$ cat src/rtl/pipe_ctrl_pkg.sv
// pipe_ctrl_pkg: shared definitions for the pipeline sequencing controller.
//   pipe_state_e    : controller states (RUN / LSTALL / BWAIT)
//   ZeroReg         : x0 register address
//   ZeroWord        : 32-bit zero
//   load_use_hazard : EX load writing a register the decoder is reading
package pipe_ctrl_pkg;

  typedef enum logic [1:0] {
    RUN    = 2'd0,
    LSTALL = 2'd1,
    BWAIT  = 2'd2
  } pipe_state_e;

  localparam logic [4:0]  ZeroReg  = '0;
  localparam logic [31:0] ZeroWord = '0;

  function automatic logic load_use_hazard(input logic       ex_load,
                                           input logic [4:0] ex_rd,
                                           input logic [4:0] rs1,
                                           input logic [4:0] rs2);
    return ex_load && (ex_rd != ZeroReg) && ((ex_rd == rs1) || (ex_rd == rs2));
  endfunction

endpackage

$ cat src/rtl/pipe_bus_timer.sv
// pipe_bus_timer: 8-bit clear/enable timer with terminal-count pulse.
//   clk, rst : clock, asynchronous active-low reset
//   clr_i    : synchronous clear (dominates enable)
//   en_i     : count one held cycle
//   tc_o     : high in the enabled cycle that would be the TERM-th count
module pipe_bus_timer #(
  parameter int unsigned TERM = 255
) (
  input  logic clk,
  input  logic rst,
  input  logic clr_i,
  input  logic en_i,
  output logic tc_o
);

  logic [7:0] cnt_q, cnt_d;

  always_comb begin
    cnt_d = cnt_q;
    if (clr_i) begin
      cnt_d = '0;
    end else if (en_i) begin
      cnt_d = cnt_q + 8'd1;
    end
  end

  always_ff @(posedge clk or negedge rst) begin
    if (!rst) begin
      cnt_q <= '0;
    end else begin
      cnt_q <= cnt_d;
    end
  end

  assign tc_o = en_i && (cnt_q == 8'(TERM - 1));

endmodule

$ cat src/rtl/pipe_ctrl.sv
// pipe_ctrl: pipeline sequencing controller (pc / if_id / id_ex hold & flush).
//   clk, rst                 : clock, asynchronous active-low reset
//   jump_flag_i/jump_addr_i  : EX redirect request and target
//   ex_load_i, ex_rd_i       : EX load and its destination register
//   id_reg{1,2}_raddr_i      : decoder source register addresses
//   bus_req_i, bus_ack_i     : EX data-bus access outstanding / completing
//   hold_*_o, flush_*_o      : pipeline register controls
//   jump_flag_o/jump_addr_o  : pc redirect
//   bus_err_o                : one-cycle bus timeout pulse
// Optional feature: define PIPE_CTRL_BUS_TIMEOUT_EN to abandon a bus wait
// after BUS_TIMEOUT held cycles; otherwise BWAIT waits indefinitely.
module pipe_ctrl
  import pipe_ctrl_pkg::*;
#(
  parameter int unsigned LOAD_STALL_CYC = 1,
  parameter int unsigned BUS_TIMEOUT    = 255
) (
  input  logic        clk,
  input  logic        rst,
  input  logic        jump_flag_i,
  input  logic [31:0] jump_addr_i,
  input  logic        ex_load_i,
  input  logic [4:0]  ex_rd_i,
  input  logic [4:0]  id_reg1_raddr_i,
  input  logic [4:0]  id_reg2_raddr_i,
  input  logic        bus_req_i,
  input  logic        bus_ack_i,
  output logic        hold_pc_o,
  output logic        hold_if_id_o,
  output logic        hold_id_ex_o,
  output logic        flush_if_id_o,
  output logic        flush_id_ex_o,
  output logic        jump_flag_o,
  output logic [31:0] jump_addr_o,
  output logic        bus_err_o
);

  if (LOAD_STALL_CYC < 1 || LOAD_STALL_CYC > 3 ||
      BUS_TIMEOUT < 1 || BUS_TIMEOUT > 255) begin : g_param_check
    $error("pipe_ctrl: parameter out of range");
  end

  pipe_state_e state_q, state_d;
  logic [1:0]  stall_cnt_q, stall_cnt_d;

  logic        load_use;
  logic        eval_run;
  logic        timeout;

  logic        hold_pc, hold_if_id, hold_id_ex;
  logic        flush_if_id, flush_id_ex;
  logic        jump_flag, bus_err;
  logic [31:0] jump_addr;

`ifdef PIPE_CTRL_BUS_TIMEOUT_EN
  pipe_bus_timer #(
    .TERM (BUS_TIMEOUT)
  ) u_bus_timer (
    .clk   (clk),
    .rst   (rst),
    .clr_i (state_q != BWAIT),
    .en_i  ((state_q == BWAIT) && !bus_ack_i),
    .tc_o  (timeout)
  );
`else
  assign timeout = 1'b0;
`endif

  assign load_use = load_use_hazard(ex_load_i, ex_rd_i, id_reg1_raddr_i, id_reg2_raddr_i);

  always_comb begin
    state_d     = state_q;
    stall_cnt_d = stall_cnt_q;
    eval_run    = 1'b0;
    hold_pc     = 1'b0;
    hold_if_id  = 1'b0;
    hold_id_ex  = 1'b0;
    flush_if_id = 1'b0;
    flush_id_ex = 1'b0;
    jump_flag   = 1'b0;
    jump_addr   = ZeroWord;
    bus_err     = 1'b0;

    unique case (state_q)
      RUN: begin
        if (bus_req_i && !bus_ack_i) begin
          hold_pc    = 1'b1;
          hold_if_id = 1'b1;
          hold_id_ex = 1'b1;
          state_d    = BWAIT;
        end else begin
          eval_run = 1'b1;
        end
      end
      LSTALL: begin
        if (jump_flag_i) begin
          jump_flag   = 1'b1;
          jump_addr   = jump_addr_i;
          flush_if_id = 1'b1;
          flush_id_ex = 1'b1;
          stall_cnt_d = '0;
          state_d     = RUN;
        end else begin
          hold_pc     = 1'b1;
          hold_if_id  = 1'b1;
          flush_id_ex = 1'b1;
          if (stall_cnt_q == 2'd1) begin
            stall_cnt_d = '0;
            state_d     = RUN;
          end else begin
            stall_cnt_d = stall_cnt_q - 2'd1;
          end
        end
      end
      BWAIT: begin
        if (bus_ack_i) begin
          eval_run = 1'b1;
          state_d  = RUN;
        end else if (timeout) begin
          bus_err = 1'b1;
          state_d = RUN;
        end else begin
          hold_pc    = 1'b1;
          hold_if_id = 1'b1;
          hold_id_ex = 1'b1;
        end
      end
      default: begin
        state_d     = RUN;
        stall_cnt_d = '0;
      end
    endcase

    // RUN items 2-3, shared by plain RUN and the BWAIT ack cycle.
    if (eval_run) begin
      if (jump_flag_i) begin
        jump_flag   = 1'b1;
        jump_addr   = jump_addr_i;
        flush_if_id = 1'b1;
        flush_id_ex = 1'b1;
      end else if (load_use) begin
        hold_pc     = 1'b1;
        hold_if_id  = 1'b1;
        flush_id_ex = 1'b1;
        if (LOAD_STALL_CYC > 1) begin
          stall_cnt_d = 2'(LOAD_STALL_CYC - 1);
          state_d     = LSTALL;
        end
      end
    end
  end

  always_ff @(posedge clk or negedge rst) begin
    if (!rst) begin
      state_q     <= RUN;
      stall_cnt_q <= '0;
    end else begin
      state_q     <= state_d;
      stall_cnt_q <= stall_cnt_d;
    end
  end

  // Outputs are combinational, so reset gates them directly to drop at once.
  always_comb begin
    hold_pc_o     = rst & hold_pc;
    hold_if_id_o  = rst & hold_if_id;
    hold_id_ex_o  = rst & hold_id_ex;
    flush_if_id_o = rst & flush_if_id;
    flush_id_ex_o = rst & flush_id_ex;
    jump_flag_o   = rst & jump_flag;
    jump_addr_o   = rst ? jump_addr : ZeroWord;
    bus_err_o     = rst & bus_err;
  end

endmodule
$ cat config.mk
export PLATFORM = sky130hd
export DESIGN_NAME = pipe_ctrl
export DESIGN_NICKNAME = d
export VERILOG_FILES = /design/src/rtl/pipe_ctrl_pkg.sv /design/src/rtl/pipe_bus_timer.sv /design/src/rtl/pipe_ctrl.sv
export SDC_FILE = /design/constraint.sdc
export NUM_CORES = 1
export LEC_CHECK = 0
export ABC_CLOCK_PERIOD_IN_PS = 3200
export BUFFER_PORTS_ARGS = -buffer_cell sky130_fd_sc_hd__buf_4
export CAP_MARGIN = 40
export CORE_UTILIZATION = 26
export DETAILED_ROUTE_END_ITERATION = 8
export HOLD_SLACK_MARGIN = 0.02
export PLACE_DENSITY_LB_ADDON = 0.12
export RECOVER_POWER = 50
export SLEW_MARGIN = 20
export SYNTH_ARGS = -nofsm -noshare
export SYNTH_HDL_FRONTEND = slang
export SYNTH_HIERARCHICAL = 1
export SYNTH_SLANG_ARGS = --single-unit
$ cat constraint.sdc
create_clock -name clk -period 3.2 [get_ports clk]
set_input_delay 0.16 -clock clk [delete_from_list [all_inputs] [get_ports clk]]
set_output_delay 0.16 -clock clk [all_outputs]
set_load 0.01 [all_outputs]
== Yosys cells after proc, flatten, opt, wreduce, memory -nomap -nowiden ==
Cells that the tools add are included.
Widths: inputs -> output; s select.
Storage, ports and cells
  RAM bits: 0
  output and inout port bits: 39
  memories: 0
  memory bits (read-only): 0
  logic and storage cells: 56
  register bits: 4
  latch bits: 0
  input bits: 53
Cells by class
  equal/unequal tests: 8
  divide/modulo/power cells: 0
  $mul: 0
  bitwise logic cells: 4
  shift operators: 0
  add/sub/neg operators: 1
  reduce and logical (&&, ||, !) cells: 9
  order comparisons: 0
  muxes and demuxes: 32
Operator list (number)
  $mux 32: 5
  $mux 1: 16
  $mux 2: 6
  $eq 5x5->1: 2
  $pmux 2 s3: 1
  $reduce_bool 5->1: 1
  $and 1x1->1: 4
  $eq 2x1->1 const B: 2
  $ne 2x2->1 const B: 2
  $pmux 1 s2: 2
  $pmux 2 s2: 1
  $logic_and 1x1->1: 3
  $ne 3x3->1 const B: 1
  $pmux 1 s3: 1
  $reduce_and 3->1: 1
  $eq 2x2->1 const B: 1
  $logic_not 2->1: 1
  $reduce_or 2->1: 1
  $sub 2x1->2 const B: 1
  $logic_not 1->1: 1
  $logic_or 1x1->1: 1

== Depth between registers and ports, before layout ==
Gate-level depths: netlist (run 1).
  depth in word-level cells: 8
  mapped depth: 6
  depth with buffers taken out: 4

== Worst setup path after synthesis (run 1) ==
No wires, ideal clock.
  path type: input port to output port
  from: input port ex_rd_i[3]
  to: output port hold_pc_o
  data required time: 3.040 ns
  stages on the path: 5
  buffers on the path: 1
  slack: 1.656 ns
  data arrival time: 1.384 ns
  path through: xor2_1 nor3_2 a22oi_1 o41ai_1 buf_4
On the way
  cells in the longest elaborated chain, start to end: 7
  elaborated cells between the ends (all ways): 10
  those cells by class: eq/ne: 2; mux: 3; bitwise: 1; reduce/logical: 4
Ends and longest elaborated chain
  from (decl): line pipe_ctrl.sv:23  | input logic [4:0] ex_rd_i,
  $eq 5x5->1 or $reduce_bool 5->1 (tied branches): line pipe_ctrl_pkg.sv:21  | return ex_load && (ex_rd != ZeroReg) && ((ex_rd == rs1) || (ex_rd == rs2));
  $logic_or 1x1->1 or $logic_and 1x1->1 (tied branches): line pipe_ctrl_pkg.sv:21
  $logic_and 1x1->1 (*): line pipe_ctrl_pkg.sv:21
  $mux 1 (*) (3 in a row)
  $and 1x1->1 (*)
  to (decl): line pipe_ctrl.sv:28  | output logic hold_pc_o,
Mark *: on every way between the ends. The rest lies on a longest branch, timed or not.

== Worst setup path in the final report (run 1) ==
  from: input port rst
  to: output port jump_addr_o[5]
On the way
  cells in the longest elaborated chain, start to end: 1
Ends and longest elaborated chain
  from (decl): line pipe_ctrl.sv:19  | input logic rst,
  $mux 32: line pipe_ctrl.sv:171  | jump_addr_o = rst ? jump_addr : ZeroWord;
  to (decl): line pipe_ctrl.sv:34  | output logic [31:0] jump_addr_o,
No other way between the ends.

==> results of run 1 <==
[through the flow]
stage / hold slack, ps / utilization [%]
6_report: 460.0 / 66.51
5_1_grt: 480.1 / 66.51
4_1_cts: 460.4 / 71.03
3_5_place_dp: -49.64 / 70.40
3_3_place_gp: -51.92 / 70.40
2_1_floorplan: -135.6 / -
[worst register-to-register path, stage by stage, from the launching register on]
cell	delay, ps
dfrtp_1	340
o21bai_1	180
inv_1	90
[layer usage]
layer	up-vias	wire length [µm]
met1	302	648
met2	44	1046
li1	374	-
met4	0	0
met5	-	0
met3	0	247
[cell families (layout without fill, tap and decap cells)]
kind of cell,count (synthesis),after routing
compound gates,5,5
xor+xnor,10,10
buf+inv,11,95
flops,1,1
other cells,1,1
simple gates,39,39
[power breakdown]
part           switching [mW]  total (mW)  internal (mW)  leakage (nW)
clock                       0           0              0             0
sequential           0.000302      0.0140         0.0137        0.0125
combinational          0.0450       0.115         0.0703         0.565
total                  0.0453       0.129         0.0840         0.577
[cells in the final DEF, fill, tap and decap left out]
| master | instances |
|---|---|
| o21bai_1 | 1 |
| dlygate4sd3_1 | 1 |
| conb_1 | 1 |
| nand2_1 | 1 |
| and2_1 | 32 |
| inv_1 | 4 |
| nor2_1 | 2 |
| clkbuf_1 | 19 |
| o41ai_1 | 2 |
| or4_1 | 1 |
| buf_4 | 71 |
| xor2_1 | 10 |
| nor3_2 | 2 |
| a22oi_1 | 1 |
| and3_1 | 1 |
| dfrtp_1 | 1 |
| o21ai_1 | 1 |
[final timing paths]
check | start | endpoint | slack [ps]
worst max-delay path | rst | jump_addr_o[5] | 1070
worst min-delay path | bus_req_i | state_q[1]$_DFFE_PN0P_ | 460
worst max register to register | state_q[1]$_DFFE_PN0P_ | state_q[1]$_DFFE_PN0P_ | 2450
worst min register to register | state_q[1]$_DFFE_PN0P_ | state_q[1]$_DFFE_PN0P_ | 530
max in group asynchronous | rst | state_q[1]$_DFFE_PN0P_ | 2520
min in group asynchronous | rst | state_q[1]$_DFFE_PN0P_ | 530
[final cells by class]
| class | instances | area share [%] |
|---|---|---|
| inverter | 4 | 1.432 |
| multi-input combinational | 55 | 35.68 |
| sequential | 1 | 2.387 |
| tap | 16 | 1.909 |
| timing repair buffer | 91 | 58.59 |
[what timing repair did]
action | 4_1_cts | 5_1_grt
buffers inserted | 0 | 0
endpoints found under the hold margin | 1 | 0
hold buffers | 1 | 0
==> impl_metrics.env, run 1 <==
export IMPL_critPathKind="in -> out"
export IMPL_stdcell_area_mm2=0.001049
export IMPL_max_freq_mhz=469.8
export IMPL_fin_tns_setup_ps=0
export IMPL_cp_slowest_cell="and3_1"
export IMPL_path_buf_inv=3
export IMPL_dieArea_mm2=0.001928
export IMPL_vias=720
export IMPL_crit_path_cell_trace="dlygate4sd3_1 > clkbuf_1 > and3_1 > and2_1 > clkbuf_1"
export IMPL_grt_pass1_vias=583
export IMPL_worstPathMaxFanout=35
export IMPL_fin_crit_sh_pct=66.51
export IMPL_yosysTopAreaCellShare_pct=43.84
export IMPL_reg_largest_list="state_q: 1 flops"
export IMPL_largest_register="state_q"
export IMPL_initial_core_util_pct=28.97
export IMPL_synthMuxAreaShare_pct=0
export IMPL_drc=8
export IMPL_io_buffers=90
export IMPL_postRouteAntennaNets=0
export IMPL_cp_data_arrival_time_ps=1970
export IMPL_multi_input_area_um2=374.1
export IMPL_ys_flop_type="dfrtp_1"
export IMPL_synth_edff_count=0
export IMPL_async_flop_share_pct=100.0
export IMPL_ioPinCount=92
export IMPL_yosysSeqAreaShare_pct=5.479
export IMPL_hold_class="in -> reg"
export IMPL_synth_avg_cell_area_um2=6.816
export IMPL_grt_max_degree=36
export IMPL_drtIter0Drc=12
export IMPL_drv_cap=0
export IMPL_core_rowCount=14
export IMPL_hold_viol=0
export IMPL_fin_cells=167
export IMPL_grt_total_usage_pct=17.57
export IMPL_synth_top_family_by_area="simple AND/OR/NAND/NOR gates"
export IMPL_final_nets=206
export IMPL_post_synth_top_count_cell="and2_1"
export IMPL_synth_xor_area_share_pct=19.18
export IMPL_grt_busiest_layer="met2"
export IMPL_globalplace_congestion=0.6934
export IMPL_min_delay_path_depth=3
export IMPL_yosys_warnings=6
export IMPL_grt_pass1_wl_um=2656
export IMPL_yosys_area_share_simple_pct=53.70
export IMPL_grtUsageMet1_pct=19.85
export IMPL_period_needed_ps=2128
export IMPL_slew_viol_final=0
export IMPL_slew_headroom_pct=46.88
export IMPL_setup_slack_ps=1072
export IMPL_crit_path_end_kind="output pin"
export IMPL_cp_depth=5
export IMPL_rr_worst_depth=2
export IMPL_syn_area_um2=456.7
export IMPL_path_clk_slew_ps=0
export IMPL_ys_types=17
export IMPL_ir_drop_mv=0.08300
export IMPL_rsz0062_at_grt="no"
export IMPL_seq_area_um2=25.02
export IMPL_core_area_mm2=0.001577
export IMPL_p_leak_nw=0.5772
export IMPL_synth_net_count=120
export IMPL_tightestPinTransition_ps=796.7
export IMPL_crit_family="simple AND/OR/NAND/NOR gates"
export IMPL_power_density_mw_per_mm2=123.3
export IMPL_fp_dieW_um=43.91
export IMPL_clkLatencyLatePin_ps=0
export IMPL_ys_top_cells_by_count="and2_1, xor2_1, inv_1"
export IMPL_area_growth_pct=129.6
export IMPL_first_pass_iters=6
export IMPL_violations="DRC"
export IMPL_dp_hpwl_um=1667
export IMPL_antenna_found_initial=0
export IMPL_dp_cells=166
export IMPL_p_total_uw=129.3
export IMPL_required_ps=3040
export IMPL_worst_path_largest_cell_delay_ps=710
export IMPL_wl_per_cell_um=11.63
export IMPL_cpMostUsedCell="clkbuf_1"
export IMPL_dp_slack_ps=1442
export IMPL_use_met3_pct=1.667
export IMPL_overflow=0
export IMPL_largest_reg_flops=1
export IMPL_ctsResizeCount=0
export IMPL_fillCellCount=162
export IMPL_synth_area_leader_cell="and2_1"
export IMPL_use_met2_pct=36.12
export IMPL_wirelength_um=1942
export IMPL_status="finished with violations"
export IMPL_synth_seq_cells=1
export IMPL_die_h_um=43.91
export IMPL_synth_fa_ha_area_share_pct=0
export IMPL_synth_area_top_cells="and2_1, xor2_1, dfrtp_1"
export IMPL_placed_cell_area_mm2=0.001110
export IMPL_diodes=0
export IMPL_drive_gt1_share_pct=48.34
export IMPL_setup_viol_count_final=0
export IMPL_synth_compound_area_share_pct=8.219
export IMPL_viasPerCell=4.311
export IMPL_cp_start_kind="input pin"
export IMPL_clock_skew_ps=0
export IMPL_synth_cells=67
(Power assumes the default switching activity.)
==> run 2: changes to the inputs <==
--- a/config.mk
+++ b/config.mk
@@ -5,10 +5,10 @@
 export SDC_FILE = /design/constraint.sdc
 export NUM_CORES = 1
 export LEC_CHECK = 0
-export ABC_CLOCK_PERIOD_IN_PS = 3200
+export ABC_CLOCK_PERIOD_IN_PS = 2200
 export BUFFER_PORTS_ARGS = -buffer_cell sky130_fd_sc_hd__buf_4
 export CAP_MARGIN = 40
-export CORE_UTILIZATION = 26
+export CORE_UTILIZATION = 24
 export DETAILED_ROUTE_END_ITERATION = 8
 export HOLD_SLACK_MARGIN = 0.02
 export PLACE_DENSITY_LB_ADDON = 0.12
==> constraint.sdc (replaced) <==
create_clock -name clk -period 2.2 [get_ports clk]
set_input_delay 0.11 -clock clk [delete_from_list [all_inputs] [get_ports clk]]
set_output_delay 0.11 -clock clk [all_outputs]
set_load 0.01 [all_outputs]
==> run 2 against run 1 <==
Against the previous run:
- routed wire length fell by 5.4%
- hold slack got worse by 62 ps
- combinational power rose by 48%
- critical path depth did not move
- die area rose by 7.9%
- global-route usage fell by 1.5 points
- critical endpoint is now hold_if_id_o
- the run now ends clean
- clock skew did not move
- via count rose by 0.28%
- cell count rose by 6.0%
- worst setup slack got worse by 570 ps
- sequential power rose by 45%
==> impl_metrics.env, run 2 (same netlist as run 1, synthesis figures left out) <==
export IMPL_hold_ws_ps=397.6
export IMPL_core_rowCount=15
export IMPL_combPwrFrac_pct=89.3
export IMPL_vias=722
export IMPL_power_frac_seq_pct=10.7
export IMPL_drtIter0Drc=2
export IMPL_rsz0062_at_grt="no"
export IMPL_wirelength_um=1837
export IMPL_crit_path_end_kind="output pin"
export IMPL_worst_path_largest_cell_delay_ps=530
export IMPL_fin_tns_setup_ps=0
export IMPL_crit_family="buffers and inverters"
export IMPL_initial_core_util_pct=25.89
export IMPL_grt_pass1_wl_um=2580
export IMPL_drv_cap=0
export IMPL_period_needed_ps=1697
export IMPL_grt_total_usage_pct=16.08
export IMPL_diodes=0
export IMPL_p_leak_nw=0.5864
export IMPL_p_total_uw=189.8
export IMPL_cp_start_kind="input pin"
export IMPL_first_pass_iters=4
export IMPL_drc=0
export IMPL_clkLatencyLatePin_ps=0
export IMPL_ctsResizeCount=0
export IMPL_required_ps=2090
export IMPL_final_cell_mix="buf_4, and2_1, clkbuf_1"
export IMPL_power_switching_uw=65.48
export IMPL_max_freq_mhz=589.2
export IMPL_io_buffers=90
export IMPL_area_growth_pct=134.5
export IMPL_final_common_cell="buf_4"
export IMPL_fp_dieW_um=45.62
export IMPL_cp_data_arrival_time_ps=1590
export IMPL_status="complete, no violations"
export IMPL_antenna_found_initial=0
export IMPL_critPathKind="in -> out"
export IMPL_reg_largest_list="state_q: 1 flops"
export IMPL_globalplace_congestion=0.7307
export IMPL_wl_per_cell_um=10.38
export IMPL_overflow=0
export IMPL_setup_viol_count_final=0
export IMPL_fillCellCount=193
export IMPL_ir_drop_mv=0.1231
export IMPL_grt_max_degree=35
export IMPL_fin_crit_sh_pct=77.14
export IMPL_viasPerCell=4.079
export IMPL_clkPwrFrac_pct=0
export IMPL_hold_class="in -> reg"
export IMPL_crit_path_cell_trace="dlygate4sd3_1 > clkbuf_1 > inv_1 > o41ai_1 > buf_4"
export IMPL_postRouteAntennaNets=0
export IMPL_grt_pass1_vias=554
export IMPL_clock_skew_ps=0
export IMPL_core_area_mm2=0.001764
export IMPL_p_sw_share_pct=34.49
export IMPL_dieArea_mm2=0.002081
export IMPL_path_buf_inv=4
export IMPL_path_clk_slew_ps=0
export IMPL_cp_slowest_cell="dlygate4sd3_1"
export IMPL_dp_hpwl_um=1613
export IMPL_ioPinCount=92
export IMPL_worstPathMaxFanout=4
export IMPL_slew_viol_final=0
export IMPL_die_h_um=45.62
export IMPL_power_density_mw_per_mm2=177.2
export IMPL_hold_viol=0
export IMPL_intPower_uw=124.4
export IMPL_largest_reg_flops=1
export IMPL_largest_register="state_q"
export IMPL_drive_gt1_share_pct=49.34
export IMPL_final_nets=207
==> run 2: cell count changes in the layout (fill, tap and decap cells not counted) <==
cell,delta
buf_4,+2
clkbuf_1,-1
==> run 2: worst register-to-register path, delay by kind of cell (launching register included) <==
kind	cells	cell delay [ps]
buffers and inverters	1	90
flip-flops	1	340
AO/OA/AOI/OAI	1	150
==> run 2: final timing paths <==
check	start	endpoint	slack, ps	cells after the start
min in group asynchronous	rst	state_q[1]$_DFFE_PN0P_	460	2
setup / recovery	rst	hold_if_id_o	500	5
hold / removal	bus_req_i	state_q[1]$_DFFE_PN0P_	400	3
hold reg to reg	state_q[1]$_DFFE_PN0P_	state_q[1]$_DFFE_PN0P_	510	2
max in group asynchronous	rst	state_q[1]$_DFFE_PN0P_	1580	2
setup reg to reg	state_q[1]$_DFFE_PN0P_	state_q[1]$_DFFE_PN0P_	1490	2
==> run 2: area by class of cell <==
type / count / area, µm² / area share [%]
repair buffers: 92 / 625.6 / 58.41
flip-flops and latches: 1 / 25.02 / 2.336
inverters: 4 / 15.01 / 1.402
multi-input cells: 55 / 374.1 / 34.93
well taps: 25 / 31.28 / 2.921
==> run 2: power by group through the flow <==
stage          Combinational, mW  Sequential [mW]  Clock, mW
6_report                   0.170           0.0203          0
5_1_grt                    0.185           0.0204          0
4_1_cts                    0.182           0.0203          0
3_5_place_dp               0.181           0.0203          0
3_3_place_gp               0.178           0.0202          0
2_1_floorplan             0.0667           0.0202          0
==> run 2: per-layer routing <==
metal	track usage (%)	up-vias	part of all wire, %
met4	0	0	0
li1	-	373	-
met1	19.62	298	38
met5	0	-	0
met2	30.86	51	49
met3	2.381	0	14
==> run 2: what timing repair did <==
item,CTS,global route
setup buffers,0,0
hold buffers,1,0
endpoints found under the hold margin,1,0
endpoints found under the setup margin,0,0
==> run 2: through the flow <==
step | util [%] | worst slack [ps] | instance area (µm²) | std cells
5_1_grt | 60.71 | 415.7 | 1071 | 177
3_3_place_gp | 63.97 | 801.6 | 1129 | 176
2_1_floorplan | - | 755.9 | 456.7 | 67
4_1_cts | 64.54 | 570.0 | 1139 | 177
6_report | 60.71 | 502.9 | 1071 | 177
3_5_place_dp | 63.97 | 738.0 | 1129 | 176
